--- src/rtl/ga23_tile_fetch_arb.sv ---
// ga23_tile_fetch_arb: round-robin arbiter that collects tile-row fetch
// requests from the background layers, issues them one at a time to the
// SDRAM tile-ROM port, and returns each 32-bit row to the layer that asked.
module ga23_tile_fetch_arb #(
  parameter int          NUM_LAYERS = 3,
  parameter logic [23:0] ROM_BASE   = 24'h000000
) (
  input  logic                     clk,
  input  logic                     reset_n,
  input  logic [NUM_LAYERS-1:0]    layer_req,
  input  logic [21*NUM_LAYERS-1:0] layer_addr,
  output logic [32*NUM_LAYERS-1:0] layer_data,
  output logic [NUM_LAYERS-1:0]    layer_rdy,
  output logic                     mem_req,
  output logic [23:0]              mem_addr,
  input  logic                     mem_ack,
  input  logic                     mem_rdy,
  input  logic [31:0]              mem_data,
  output logic [NUM_LAYERS-1:0]    overrun
);

  localparam int GW  = (NUM_LAYERS > 1) ? $clog2(NUM_LAYERS) : 1;
  localparam int GW1 = GW + 1;

  typedef enum logic [1:0] {
    S_IDLE    = 2'd0,
    S_ISSUE   = 2'd1,
    S_WAIT    = 2'd2,
    S_DELIVER = 2'd3
  } state_t;

  state_t                    state_q, state_d;
  logic [NUM_LAYERS-1:0]     pend_q, pend_d;
  logic [20:0]               paddr_q [NUM_LAYERS];
  logic [20:0]               paddr_d [NUM_LAYERS];
  logic [GW-1:0]             rr_q, rr_d;
  logic [GW-1:0]             gnt_q, gnt_d;
  logic [NUM_LAYERS-1:0]     ovr_q, ovr_d;
  logic [NUM_LAYERS-1:0]     rdy_q, rdy_d;
  logic [32*NUM_LAYERS-1:0]  ldata_q, ldata_d;
  logic                      mreq_q, mreq_d;
  logic [23:0]               maddr_q, maddr_d;
  logic [31:0]               word_q, word_d;

  logic                      sel_vld;
  logic [GW-1:0]             sel_idx;
  logic [GW1-1:0]            sel_sum;
  logic [GW-1:0]             sel_pos;
  logic                      grant;

  // Pick the first pending layer at or after the round-robin pointer;
  // scanning downwards lets the lowest offset from rr win.
  always_comb begin
    sel_vld = 1'b0;
    sel_idx = '0;
    sel_sum = '0;
    sel_pos = '0;
    for (int k = NUM_LAYERS - 1; k >= 0; k--) begin
      sel_sum = {1'b0, rr_q} + GW1'(k);
      if (sel_sum >= GW1'(NUM_LAYERS)) begin
        sel_sum = sel_sum - GW1'(NUM_LAYERS);
      end
      sel_pos = sel_sum[GW-1:0];
      if (pend_q[sel_pos]) begin
        sel_vld = 1'b1;
        sel_idx = sel_pos;
      end
    end
  end

  assign grant = (state_q == S_IDLE) && sel_vld;

  // Next-state logic: pending slots, grant, memory handshake and delivery.
  always_comb begin
    state_d = state_q;
    pend_d  = pend_q;
    paddr_d = paddr_q;
    rr_d    = rr_q;
    gnt_d   = gnt_q;
    ovr_d   = ovr_q;
    rdy_d   = '0;
    ldata_d = ldata_q;
    mreq_d  = mreq_q;
    maddr_d = maddr_q;
    word_d  = word_q;

    // Grant clears the slot first so a same-cycle request re-arms it cleanly.
    if (grant) begin
      pend_d[sel_idx] = 1'b0;
      maddr_d         = ROM_BASE + {3'b000, paddr_q[sel_idx]};
      mreq_d          = 1'b1;
      rr_d            = (sel_idx == GW'(NUM_LAYERS - 1)) ? '0 : sel_idx + 1'b1;
      gnt_d           = sel_idx;
      state_d         = S_ISSUE;
    end

    // A request over a still-pending slot replaces its address and flags it.
    for (int i = 0; i < NUM_LAYERS; i++) begin
      if (layer_req[i]) begin
        if (pend_q[i] && !(grant && (sel_idx == GW'(i)))) begin
          ovr_d[i] = 1'b1;
        end
        pend_d[i]  = 1'b1;
        paddr_d[i] = layer_addr[21*i +: 21];
      end
    end

    case (state_q)
      S_ISSUE: begin
        if (mem_ack) begin
          mreq_d = 1'b0;
          if (mem_rdy) begin
            word_d  = mem_data;
            state_d = S_DELIVER;
          end else begin
            state_d = S_WAIT;
          end
        end
      end
      S_WAIT: begin
        if (mem_rdy) begin
          word_d  = mem_data;
          state_d = S_DELIVER;
        end
      end
      S_DELIVER: begin
        for (int i = 0; i < NUM_LAYERS; i++) begin
          if (gnt_q == GW'(i)) begin
            ldata_d[32*i +: 32] = word_q;
            rdy_d[i]            = 1'b1;
          end
        end
        state_d = S_IDLE;
      end
      default: ;
    endcase
  end

  // State and output registers; reset abandons any transaction in flight.
  always_ff @(posedge clk or negedge reset_n) begin
    if (!reset_n) begin
      state_q <= S_IDLE;
      pend_q  <= '0;
      for (int i = 0; i < NUM_LAYERS; i++) begin
        paddr_q[i] <= '0;
      end
      rr_q    <= '0;
      gnt_q   <= '0;
      ovr_q   <= '0;
      rdy_q   <= '0;
      ldata_q <= '0;
      mreq_q  <= 1'b0;
      maddr_q <= '0;
      word_q  <= '0;
    end else begin
      state_q <= state_d;
      pend_q  <= pend_d;
      for (int i = 0; i < NUM_LAYERS; i++) begin
        paddr_q[i] <= paddr_d[i];
      end
      rr_q    <= rr_d;
      gnt_q   <= gnt_d;
      ovr_q   <= ovr_d;
      rdy_q   <= rdy_d;
      ldata_q <= ldata_d;
      mreq_q  <= mreq_d;
      maddr_q <= maddr_d;
      word_q  <= word_d;
    end
  end

  assign layer_data = ldata_q;
  assign layer_rdy  = rdy_q;
  assign mem_req    = mreq_q;
  assign mem_addr   = maddr_q;
  assign overrun    = ovr_q;

endmodule

--- config.mk ---
export PLATFORM = sky130hd
export DESIGN_NAME = ga23_tile_fetch_arb
export DESIGN_NICKNAME = d
export VERILOG_FILES = /design/src/rtl/ga23_tile_fetch_arb.sv
export SDC_FILE = /design/constraint.sdc
export NUM_CORES = 1
export LEC_CHECK = 0
export BUFFER_PORTS_ARGS = -buffer_cell sky130_fd_sc_hd__buf_2
export CAP_MARGIN = 5
export CORE_MARGIN = 3
export CORE_UTILIZATION = 40
export DETAILED_ROUTE_END_ITERATION = 8
export GPL_TIMING_DRIVEN = 0
export SYNTH_ARGS = -nofsm -noshare
export SYNTH_HDL_FRONTEND = slang
export SYNTH_SLANG_ARGS = --single-unit
--- constraint.sdc ---
create_clock -name clk -period 2.3 [get_ports clk]
set_input_delay 0.69 -clock clk [delete_from_list [all_inputs] [get_ports clk]]
set_output_delay 0.69 -clock clk [all_outputs]
set_load 0.03 [all_outputs]
---- Yosys cells after proc, flatten, opt, wreduce, memory -nomap -nowiden ----
Cells that the tools add are included.
Widths: inputs -> output; s select.
word-level totals
  flip-flop bits (word level) ............. 228
  bits of input ports ..................... 102
  word-level logic and storage cells ...... 110
operators by class
  $add $sub $neg .......................... 6
  order comparisons ....................... 9
  eq/ne operators ......................... 8
  mux-type cells .......................... 40
  bitwise operators ....................... 3
  reductions and logical operators ........ 25
operators with widths
  cell                 count
  $mux 32              2
  $pmux 32 s2          1
  $bmux 21 s2          1
  $mux 21              2
  $mux 2               10
  $mux 1               17
  $reduce_and 2->1     7
  $lt 2x3->1 const B   4
  $eq 2x2->1 const B   4
  $logic_and 1x1->1    8
  $reduce_bool 2->1    4
  $bmux 1 s2           3
  $eq 2x1->1 const B   3
  $ge 3x2->1 const B   2
  $logic_not 2->1      3
  $mux 3               2
  $pmux 2 s3           1
  $sub 2x2->2 const B  3
  $add 2x1->3 const B  1
  $add 2x2->3 const B  1
  $and 3x3->3          1
  $ge 3x3->1 const B   1
  $logic_not 1->1      3
  $not 2->3            1
  6 further kinds      6

---- Longest topological paths before layout ----
Gate-level depths: netlist of run 1.
  depth after elaboration ................. 16
  gate-level depth with buffers ........... 10
  gate-level depth less buffers ........... 8

---- Worst setup path after synthesis of run 1 ----
OpenSTA, ideal clock, no wires.
  kind .................................... register to register
  from .................................... register rr_q[0]
  to ...................................... register ovr_q[0], in the netlist overrun[0]
  data arrival time ....................... 1.817 ns
  setup slack ............................. 0.364 ns
  cell stages (with the launch flop) ...... 9
  buffers on the path ..................... 0
  cell sequence ........................... dfrtp_1 inv_1 ha_1 nand2_1 a21boi_1 o22ai_2 a22oi_2 or3_1 a31o_1
between the ends
  cells in the longest elaborated chain, start to end .. 13
RTL lines
  item                                                         line     text
  start, declared                                              36       logic [GW-1:0] rr_q, rr_d;
  start signal, assigned                                       161      rr_q <= rr_d;
  $add 2x2->3                                                  59       sel_sum = {1'b0, rr_q} + GW1'(k);
  $ge 3x2->1 / $sub 2x2->2 (equally long branches)             60, 61
  $mux 2                                                       60       if (sel_sum >= GW1'(NUM_LAYERS)) begin
  $bmux 1 s2                                                   64       if (pend_q[sel_pos]) begin
  $mux 1 (implied by the code)                                 64
  $mux 2 / $mux 1 (equally long branches) (3 in series)        64
  $logic_not 2->1 / $logic_and 1x1->1 (equally long branches)  100, 71
  $logic_and 1x1->1 *                                          100      if (pend_q[i] && !(grant && (sel_idx == GW'(i)))) begin
  $logic_not 1->1 *                                            100
  $logic_and 1x1->1 *                                          100
  $reduce_and 2->1 (no source line) *                          n/a
  end signal, assigned                                         163      ovr_q <= ovr_d;
  end, declared                                                38       logic [NUM_LAYERS-1:0] ovr_q, ovr_d;
Every way passes the cells marked *; elsewhere a longest branch is shown, timed or not. The select of a mux whose other input is x is not followed.
A chain may end at the register's enable or synchronous reset.

---- Final worst setup path of run 1 ----
Ends and elaborated chain as after synthesis.

==> results of run 1 <==
## Yosys cell counts
library cell    n
dfrtp_1       228
nand2_1       205
mux2_2        127
nor2_1         27
a221oi_1       22
o2bb2ai_1      21
buf_2          17
clkbuf_1       15
inv_1           9
o21ai_0         5
ha_1            4
a21o_1          3
buf_1           3
buf_4           3
a21oi_1         2
a31o_1          2
nand2b_1        2
nand3_1         2
nor3_2          2
o21a_1          2
o22ai_1         2
a211oi_1        1
a21boi_1        1
a22o_1          1
a22oi_2         1
a31o_2          1
conb_1          1
inv_2           1
nand3b_1        1
nand4b_1        1
nor3_1          1
o211ai_1        1
o21bai_1        1
o22ai_2         1
or3_1           1
## logic make-up after synthesis
group                    synth area share
adder cells (fa/ha/maj)           0.00563
AO/OA/AOI/OAI                      0.0620
flip-flops                          0.641
multiplexers                        0.161
buffers and inverters              0.0239
other                            0.000422
AND/OR/NAND/NOR                     0.106
## registers in the layout, summed over array words and instances (netlist names), 3 cells and up
| name | flops |
|---|---|
| layer_data | 96 |
| paddr_q | 63 |
| word_q | 32 |
| mem_addr | 21 |
| layer_rdy | 3 |
| overrun | 3 |
| pend_q | 3 |
## cells in the final DEF, fill, tap and decap left out, types with 2 or more instances in the layout
cell type / netlist / routed
nor3_2: 2 / 2
inv_1: 9 / 9
buf_2: 17 / 233
conb_1: 1 / 3
nor2_1: 27 / 26
o21ai_0: 5 / 4
clkinvlp_4: 0 / 2
a31o_1: 2 / 2
a21oi_1: 2 / 2
clkbuf_8: 0 / 5
nand3_1: 2 / 2
clkbuf_16: 0 / 25
clkbuf_4: 0 / 3
mux2_2: 127 / 127
buf_4: 3 / 10
o21a_1: 2 / 2
dfrtp_1: 228 / 228
ha_1: 4 / 3
clkinv_2: 0 / 4
a21o_1: 3 / 3
nand2_1: 205 / 205
nand2b_1: 2 / 2
o2bb2ai_1: 21 / 21
buf_1: 3 / 3
bufinv_16: 0 / 3
a221oi_1: 22 / 22
o22ai_2: 1 / 2
clkbuf_1: 15 / 18
## layer usage
layer | up-vias | share of wire | routed length [um] | track usage
met5 | - | 0.0018 | 41 | 0
met4 | 6 | 0.021 | 463 | 0.0412
met3 | 44 | 0.077 | 1720 | 0.0434
met2 | 222 | 0.46 | 10200 | 0.300
met1 | 3117 | 0.45 | 9960 | 0.255
li1 | 2955 | - | - | -
## metrics by stage
step / cells / cell area, um^2 / utilization / hold WS (ns) / setup WS [ns]
6_report: 1265 / 11300 / 0.528 / 0.202 / 0.154
5_1_grt: 1265 / 11300 / 0.528 / 0.285 / -0.0397
4_1_cts: 1264 / 11300 / 0.526 / 0.258 / 0.0712
3_5_place_dp: 1220 / 10400 / 0.486 / 0.451 / -0.0997
3_3_place_gp: 1219 / 10400 / 0.484 / 0.447 / -3.60
2_1_floorplan: 719 / 8900 / - / 0.394 / 0.364
## area by class of cell
cell class / count / area (um^2) / share of cell area
Sequential cell: 228 / 5710 / 0.505
Buffer: 38 / 201 / 0.0178
Clock buffer: 33 / 706 / 0.0624
Inverter: 10 / 37.5 / 0.00332
Timing Repair Buffer: 229 / 1180 / 0.105
Clock inverter: 9 / 125 / 0.0111
Tap cell: 275 / 344 / 0.0304
Multi-Input combinational cell: 443 / 3000 / 0.266
## power breakdown
group          switching [mW]  internal [mW]
Combinational            4.94           2.71
Sequential              0.970           5.56
Clock                    1.56           2.47
## repair_timing
item,in CTS,in global routing
pin swaps,1,1
gates resized for setup,3,18
buffers inserted,2,0
gates cloned,0,1
hold buffers,0,0
setup endpoints to repair,21,27
## worst min-delay path by stage
stage                            from                    endpoint  slack (ns)  cells past startpoint
6_report                      reset_n  layer_data[51]$_DFFE_PN0P_        0.20                      1
5_1_grt                       reset_n  layer_data[51]$_DFFE_PN0P_        0.28                      1
3_5_place_dp   overrun[2]$_DFFE_PN0P_      overrun[2]$_DFFE_PN0P_        0.45                      1
3_3_place_gp   overrun[0]$_DFFE_PN0P_      overrun[0]$_DFFE_PN0P_        0.45                      1
4_1_cts                       reset_n  layer_data[51]$_DFFE_PN0P_        0.26                      1
2_1_floorplan                 reset_n        gnt_q[0]$_DFFE_PN0P_        0.39                      0
==> reports/metrics.csv, run 1 <==
metric;value;unit
Startpoint Class;flop;
Worst EP arrival;2.54;ns
gpl congestion;0.772;
Peak supply drop;0.623;mV
top-area cell type share of the netlist area;0.641;
clock root buffer;clkbuf_16;
R2R setup slack;0.15;ns
die width;155;um
Slowest Stage Delay on Critical Path;0.45;ns
Layout Skew;0.0122;ns
Tmin final;2.15;ns
Max clock buf depth;3;
Antenna Cells;0;
CP Capture Type;flop;
nets;1081;
reg2reg start;rr_q[0]$_DFFE_PN0P_;
Fin Setup TNS;0;ns
Worst path slowest cell;or3_1;
flops & latches, synth;228;
first-pass GRT wire length;35900;um
R2R depth;8;
Fillers;1931;
worst setup path endpoint;overrun[0]$_DFFE_PN0P_;
Least-Margin Pin Slew;0.862;ns
synth top area cells;dfrtp_1 64%, mux2_2 16%, nand2_1 8.7%, a221oi_1 2.2%, o2bb2ai_1 2.1%;
Post-Synthesis Cells;717;
Lkg Pwr;5.60;nW
Unique masters post-synth;35;
drt pass-1 iters;4;
grt total ovfl;0;
P per Cell Area;1610;mW/mm^2
WP data required;2.69;ns
Ports;229;
CP Cell Sequence;inv_1 -> ha_2 -> nand2_1 -> a21boi_2 -> o22ai_2 -> a22oi_2 -> or3_1 -> a31o_1;
Hold Crit Class;primary input to async pin;
area of the mapped netlist;0.00889;mm^2
post-route ant nets;0;
Port-buffer cells;225;
Worst Path Buf+Inv;1;
Overall Global Routing Usage;0.185;
Pins Over Slew Limit;0;
clock slew seen by the registers of the worst setup and hold paths;0.06;ns
total number of yosys warnings;0;
Worst-Skew Late Latency;0.51;ns
Die Y;155;um
vias;6344;
pin count of the biggest net entering global routing;120;
WP depth;8;
Critical R2R Capture;overrun[0]$_DFFE_PN0P_;
Avg WL per Cell;17.7;um
Fmax;466;MHz
final setup violating endpoints;0;
DRT Wirelength;22400;um
Area Overhead vs Synth;27.1;%
Core Footprint;0.0214;mm^2
Avg Inst Size Synth;12.4;um^2
Final Hold Vio Count;0;
crit path kind;flop to flop;
Critical Path Source;rr_q[0]$_DFFE_PN0P_;
Core Rows;53;
CP top delay family;compound AO/OA/AOI/OAI gates;
total clock sinks;228;
H-tree depth;1;
status;finished, final reports clean;
Num CTS Buffers;25;
Die Area;0.0241;mm^2
slew margin rel.;0.425;
Post-DP HPWL;15400;um
CP max FO;6;
# DRC;0;
sequential area share after synthesis;0.641;
final critical-path share of the clock period;0.933;
starting density of the core;0.415;
drt initial violations;211;
CTS tree;done;
vias in the first global route;6422;
total chip power;18.2;mW
antenna violations before repair;3;
fraction of layout instances using a drive strength above 1;0.430;
Yosys top cell by area;dfrtp_1;
total of max-cap violations;0;
vias per cell;5.02;
Power figures use the tool's default switching activity.
==> inputs of run 2 (changes only) <==
--- a/config.mk
+++ b/config.mk
@@ -5,7 +5,7 @@
 export SDC_FILE = /design/constraint.sdc
 export NUM_CORES = 1
 export LEC_CHECK = 0
-export BUFFER_PORTS_ARGS = -buffer_cell sky130_fd_sc_hd__buf_2
+export BUFFER_PORTS_ARGS = -buffer_cell sky130_fd_sc_hd__buf_4
 export CAP_MARGIN = 5
 export CORE_MARGIN = 3
 export CORE_UTILIZATION = 40
==> reports/metrics.csv, run 2 (same netlist as run 1, synthesis figures left out) <==
metric;value;unit
RSZ-0062 raised after global routing;true;
H-tree depth;1;
Lkg Pwr;5.77;nW
final setup violating endpoints;0;
vias in the first global route;6548;
Num CTS Buffers;25;
Startpoint Class;flop;
most frequent cells in the layout;235 x buf_4, 228 x dfrtp_1, 205 x nand2_1;
Port-buffer cells;225;
hold buffers post-CTS;0;
Place WS;-0.0759;ns
first-pass GRT wire length;36800;um
Hold Slack;0.215;ns
Final Hold Vio Count;0;
Hold Crit Class;primary input to async pin;
total chip power;18.9;mW
placed instance area;0.0110;mm^2
Post-DP HPWL;15800;um
Tmin final;2.19;ns
vias;6242;
Worst EP arrival;2.58;ns
clock root buffer;clkbuf_16;
crit path kind;flop to flop;
CTS tree;done;
Worst-Skew Late Latency;0.51;ns
setup slack after layout;0.114;ns
CP max FO;10;
P per Cell Area;1590;mW/mm^2
drt pass-1 iters;4;
Core Rows;53;
pin count of the biggest net entering global routing;120;
gpl congestion;0.799;
drt initial violations;293;
WP data required;2.69;ns
commonest non-fill, non-tap cell in the layout;buf_4;
clock slew seen by the registers of the worst setup and hold paths;0.06;ns
total clock sinks;228;
DRT Wirelength;23100;um
CP Capture Type;flop;
# DRC;0;
Max clock buf depth;3;
Cell Count Post-Placement;1220;
Die Y;155;um
fraction of layout instances using a drive strength above 1;0.431;
Non-Filler Instances;1266;
Die Area;0.0241;mm^2
final critical-path share of the clock period;0.951;
Ports;229;
vias per cell;4.93;
starting density of the core;0.415;
grt total ovfl;0;
Layout Skew;0.00716;ns
total of max-cap violations;0;
antenna violations before repair;0;
Overall Global Routing Usage;0.191;
Least-Margin Pin Slew;0.854;ns
Fmax;457;MHz
nets;1081;
Avg WL per Cell;18.3;um
post-route ant nets;0;
Core Footprint;0.0214;mm^2
fin area;0.0119;mm^2
Largest register FFs;96;
slew margin rel.;0.431;
Antenna Cells;0;
Area Overhead vs Synth;33.4;%
status;finished, final reports clean;
fin util;0.554;
Pins Over Slew Limit;0;
Peak supply drop;0.800;mV
die width;155;um
Fin Setup TNS;0;ns
run 2: cell count changes in the layout (fill, tap and decap cells not counted), moves of 2 or more:
cell	before	now
buf_2	233	10
buf_4	10	235
clkbuf_4	3	1
clkbuf_8	5	8
clkinvlp_4	2	0
run 2: layout make-up:
class / instances / area [um^2]
plain buffers: 38 / 196
clock buffers: 35 / 743
clock inverters: 8 / 93.8
fillers: 1912 / 9550
inverters: 10 / 37.5
multi-input cells: 443 / 3000
flip-flops and latches: 228 / 5710
well taps: 275 / 344
repair buffers: 229 / 1750
run 2: power by group:
group	switching (mW)	total, mW	internal (mW)
registers	1.04	6.60	5.56
clock network	1.57	4.03	2.46
logic	4.97	8.27	3.30
total	7.58	18.9	11.3
run 2: repair_timing:
item                                    CTS  global route
buffers inserted                          2             1
gates resized for setup                   2            17
endpoints found under the setup margin   21            27
pin swaps                                 1             2
run 2: metal layers:
metal	track usage	wire length [um]	up-vias
li1	-	-	2946
met1	0.262	10300	3081
met2	0.314	10900	185
met3	0.0442	1610	30
met4	0.0404	347	0
met5	0	0	-
run 2: worst max-delay path, stage by stage, from the launching register on:
cell	delay [ns]
dfrtp_1	0.40
inv_1	0.12
ha_2	0.23
inv_1	0.07
a21boi_1	0.22
o21ai_1	0.10
nor2_2	0.26
buf_4	0.25
nand2_1	0.15
a31o_1	0.25
run 2: worst paths after layout:
kind | cells after the start | start | slack [ns] | endpoint
worst max-delay path | 9 | rr_q[0]$_DFFE_PN0P_ | 0.11 | overrun[1]$_DFFE_PN0P_
worst min-delay path | 1 | reset_n | 0.21 | layer_data[51]$_DFFE_PN0P_
worst max register to register | 9 | rr_q[0]$_DFFE_PN0P_ | 0.11 | overrun[1]$_DFFE_PN0P_
worst min register to register | 2 | layer_data[51]$_DFFE_PN0P_ | 0.47 | layer_data[51]$_DFFE_PN0P_
max in group asynchronous | 2 | reset_n | 1.02 | overrun[1]$_DFFE_PN0P_
min in group clk | 2 | layer_addr[15] | 0.41 | paddr_q[57]$_DFFE_PN0P_
==> inputs of run 3 (changes only) <==
--- a/config.mk
+++ b/config.mk
@@ -9,6 +9,7 @@
 export CAP_MARGIN = 5
 export CORE_MARGIN = 3
 export CORE_UTILIZATION = 40
+export CTS_BUF_LIST = sky130_fd_sc_hd__clkbuf_4
 export DETAILED_ROUTE_END_ITERATION = 8
 export GPL_TIMING_DRIVEN = 0
 export SYNTH_ARGS = -nofsm -noshare
==> reports/metrics.csv, run 3 (same netlist as run 1, synthesis figures left out) <==
metric;value;unit
status;finished, final reports clean;
Peak supply drop;0.909;mV
commonest non-fill, non-tap cell in the layout;buf_4;
Avg WL per Cell;17.4;um
total of max-cap violations;0;
Largest register FFs;96;
Core Rows;53;
nets;1114;
Psw;7.53;mW
vias in the first global route;6795;
Die Area;0.0241;mm^2
P per Cell Area;1540;mW/mm^2
DRT Wirelength;23000;um
hold buffers post-CTS;0;
Max clock buf depth;3;
Place WS;-0.0759;ns
share of power burned in registers;0.364;
vias;6420;
placed instance area;0.0110;mm^2
crit path kind;flop to flop;
Hold Slack;0.0849;ns
Die Y;155;um
Layout Skew;0.0225;ns
clock network fraction of total power;0.181;
vias per cell;4.85;
Port-buffer cells;225;
H-tree depth;2;
drt initial violations;214;
slew margin rel.;0.433;
Tmin final;2.14;ns
Pint;10.6;mW
Worst-Skew Late Latency;0.65;ns
Num CTS Buffers;58;
Core Footprint;0.0214;mm^2
total clock sinks;228;
final setup violating endpoints;0;
drt pass-1 iters;4;
WP data required;2.84;ns
Fmax;467;MHz
Least-Margin Pin Slew;0.851;ns
RSZ-0062 raised after global routing;true;
fraction of layout instances using a drive strength above 1;0.455;
fin area;0.0117;mm^2
Area Overhead vs Synth;31.9;%
most frequent cells in the layout;236 x buf_4, 228 x dfrtp_1, 205 x nand2_1;
gpl congestion;0.799;
die width;155;um
CP max FO;6;
antenna violations before repair;1;
final critical-path share of the clock period;0.932;
Lkg Pwr;5.78;nW
Fin Setup TNS;0;ns
Startpoint Class;flop;
Pins Over Slew Limit;0;
Sw Ratio;0.416;
Post-DP HPWL;15800;um
setup slack after layout;0.157;ns
Ports;229;
Overall Global Routing Usage;0.191;
Worst EP arrival;2.68;ns
Final Hold Vio Count;0;
CP Capture Type;flop;
Gate power share;0.456;
# DRC;0;
clock root buffer;clkbuf_4;
grt total ovfl;0;
clock slew seen by the registers of the worst setup and hold paths;0.07;ns
post-route ant nets;0;
Hold Crit Class;primary input to async pin;
pin count of the biggest net entering global routing;120;
starting density of the core;0.415;
first-pass GRT wire length;36700;um
CTS tree;done;
run 3: critical path, cell delays in order (launching register included):
cell and delay, ns:
dfrtp_1 0.39, inv_1 0.12, ha_2 0.24, nand2_1 0.08
a21boi_1 0.16, o22ai_2 0.19, a22oi_2 0.17, or3_1 0.45
a31o_1 0.23
run 3: metal layers:
layer | vias to the layer above | GRT usage | wire length (um)
met5 | - | 0 | 0
met4 | 0 | 0.0618 | 517
met3 | 48 | 0.0567 | 1740
met2 | 226 | 0.304 | 10600
met1 | 3091 | 0.254 | 10100
li1 | 3055 | - | -
run 3: repair_timing:
| item | in CTS | in global routing |
|---|---|---|
| cloned | 0 | 0 |
| setup endpoints to repair | 20 | 26 |
| gates resized for setup | 2 | 18 |
| pin swaps | 1 | 2 |
| buffers inserted | 2 | 1 |
run 3: metrics by stage:
stage               cells   util  power, mW
finish               1323  0.548       18.1
global route         1323  0.548       19.4
CTS                  1321  0.546       18.3
detailed placement   1220  0.512       14.8
global placement     1219  0.511       14.7
floorplan             719      -       11.6
run 3: final cells by class:
type | instances | area, um^2
Multi-Input combinational cell | 443 | 3000
Antenna cell | 1 | 2.50
Tap cell | 275 | 344
Inverter | 10 | 37.5
Timing Repair Buffer | 229 | 1750
Clock inverter | 11 | 42.5
Sequential cell | 228 | 5710
Buffer | 38 | 196
Fill cell | 1983 | 9680
Clock buffer | 88 | 661
run 3: power by group through the flow:
stage          Sequential, mW  Clock, mW  Combinational, mW
2_1_floorplan            8.44          0               3.16
6_report                 6.59       3.27               8.26
4_1_cts                  6.60       3.40               8.26
3_3_place_gp             6.64          0               8.04
5_1_grt                  6.81       3.61               8.94
3_5_place_dp             6.66          0               8.18
run 3: final timing paths:
kind,start,end,slack [ns],depth (start not counted)
min in group clk,layer_addr[60],paddr_q[18]$_DFFE_PN0P_,0.27,2
worst min register to register,paddr_q[61]$_DFFE_PN0P_,mem_addr[19]$_DFFE_PN0P_,0.47,1
worst max register to register,rr_q[0]$_DFFE_PN0P_,overrun[0]$_DFFE_PN0P_,0.16,8
worst max-delay path,rr_q[0]$_DFFE_PN0P_,overrun[0]$_DFFE_PN0P_,0.16,8
max in group asynchronous,reset_n,paddr_q[58]$_DFFE_PN0P_,1.13,2
worst min-delay path,reset_n,layer_data[49]$_DFFE_PN0P_,0.08,1
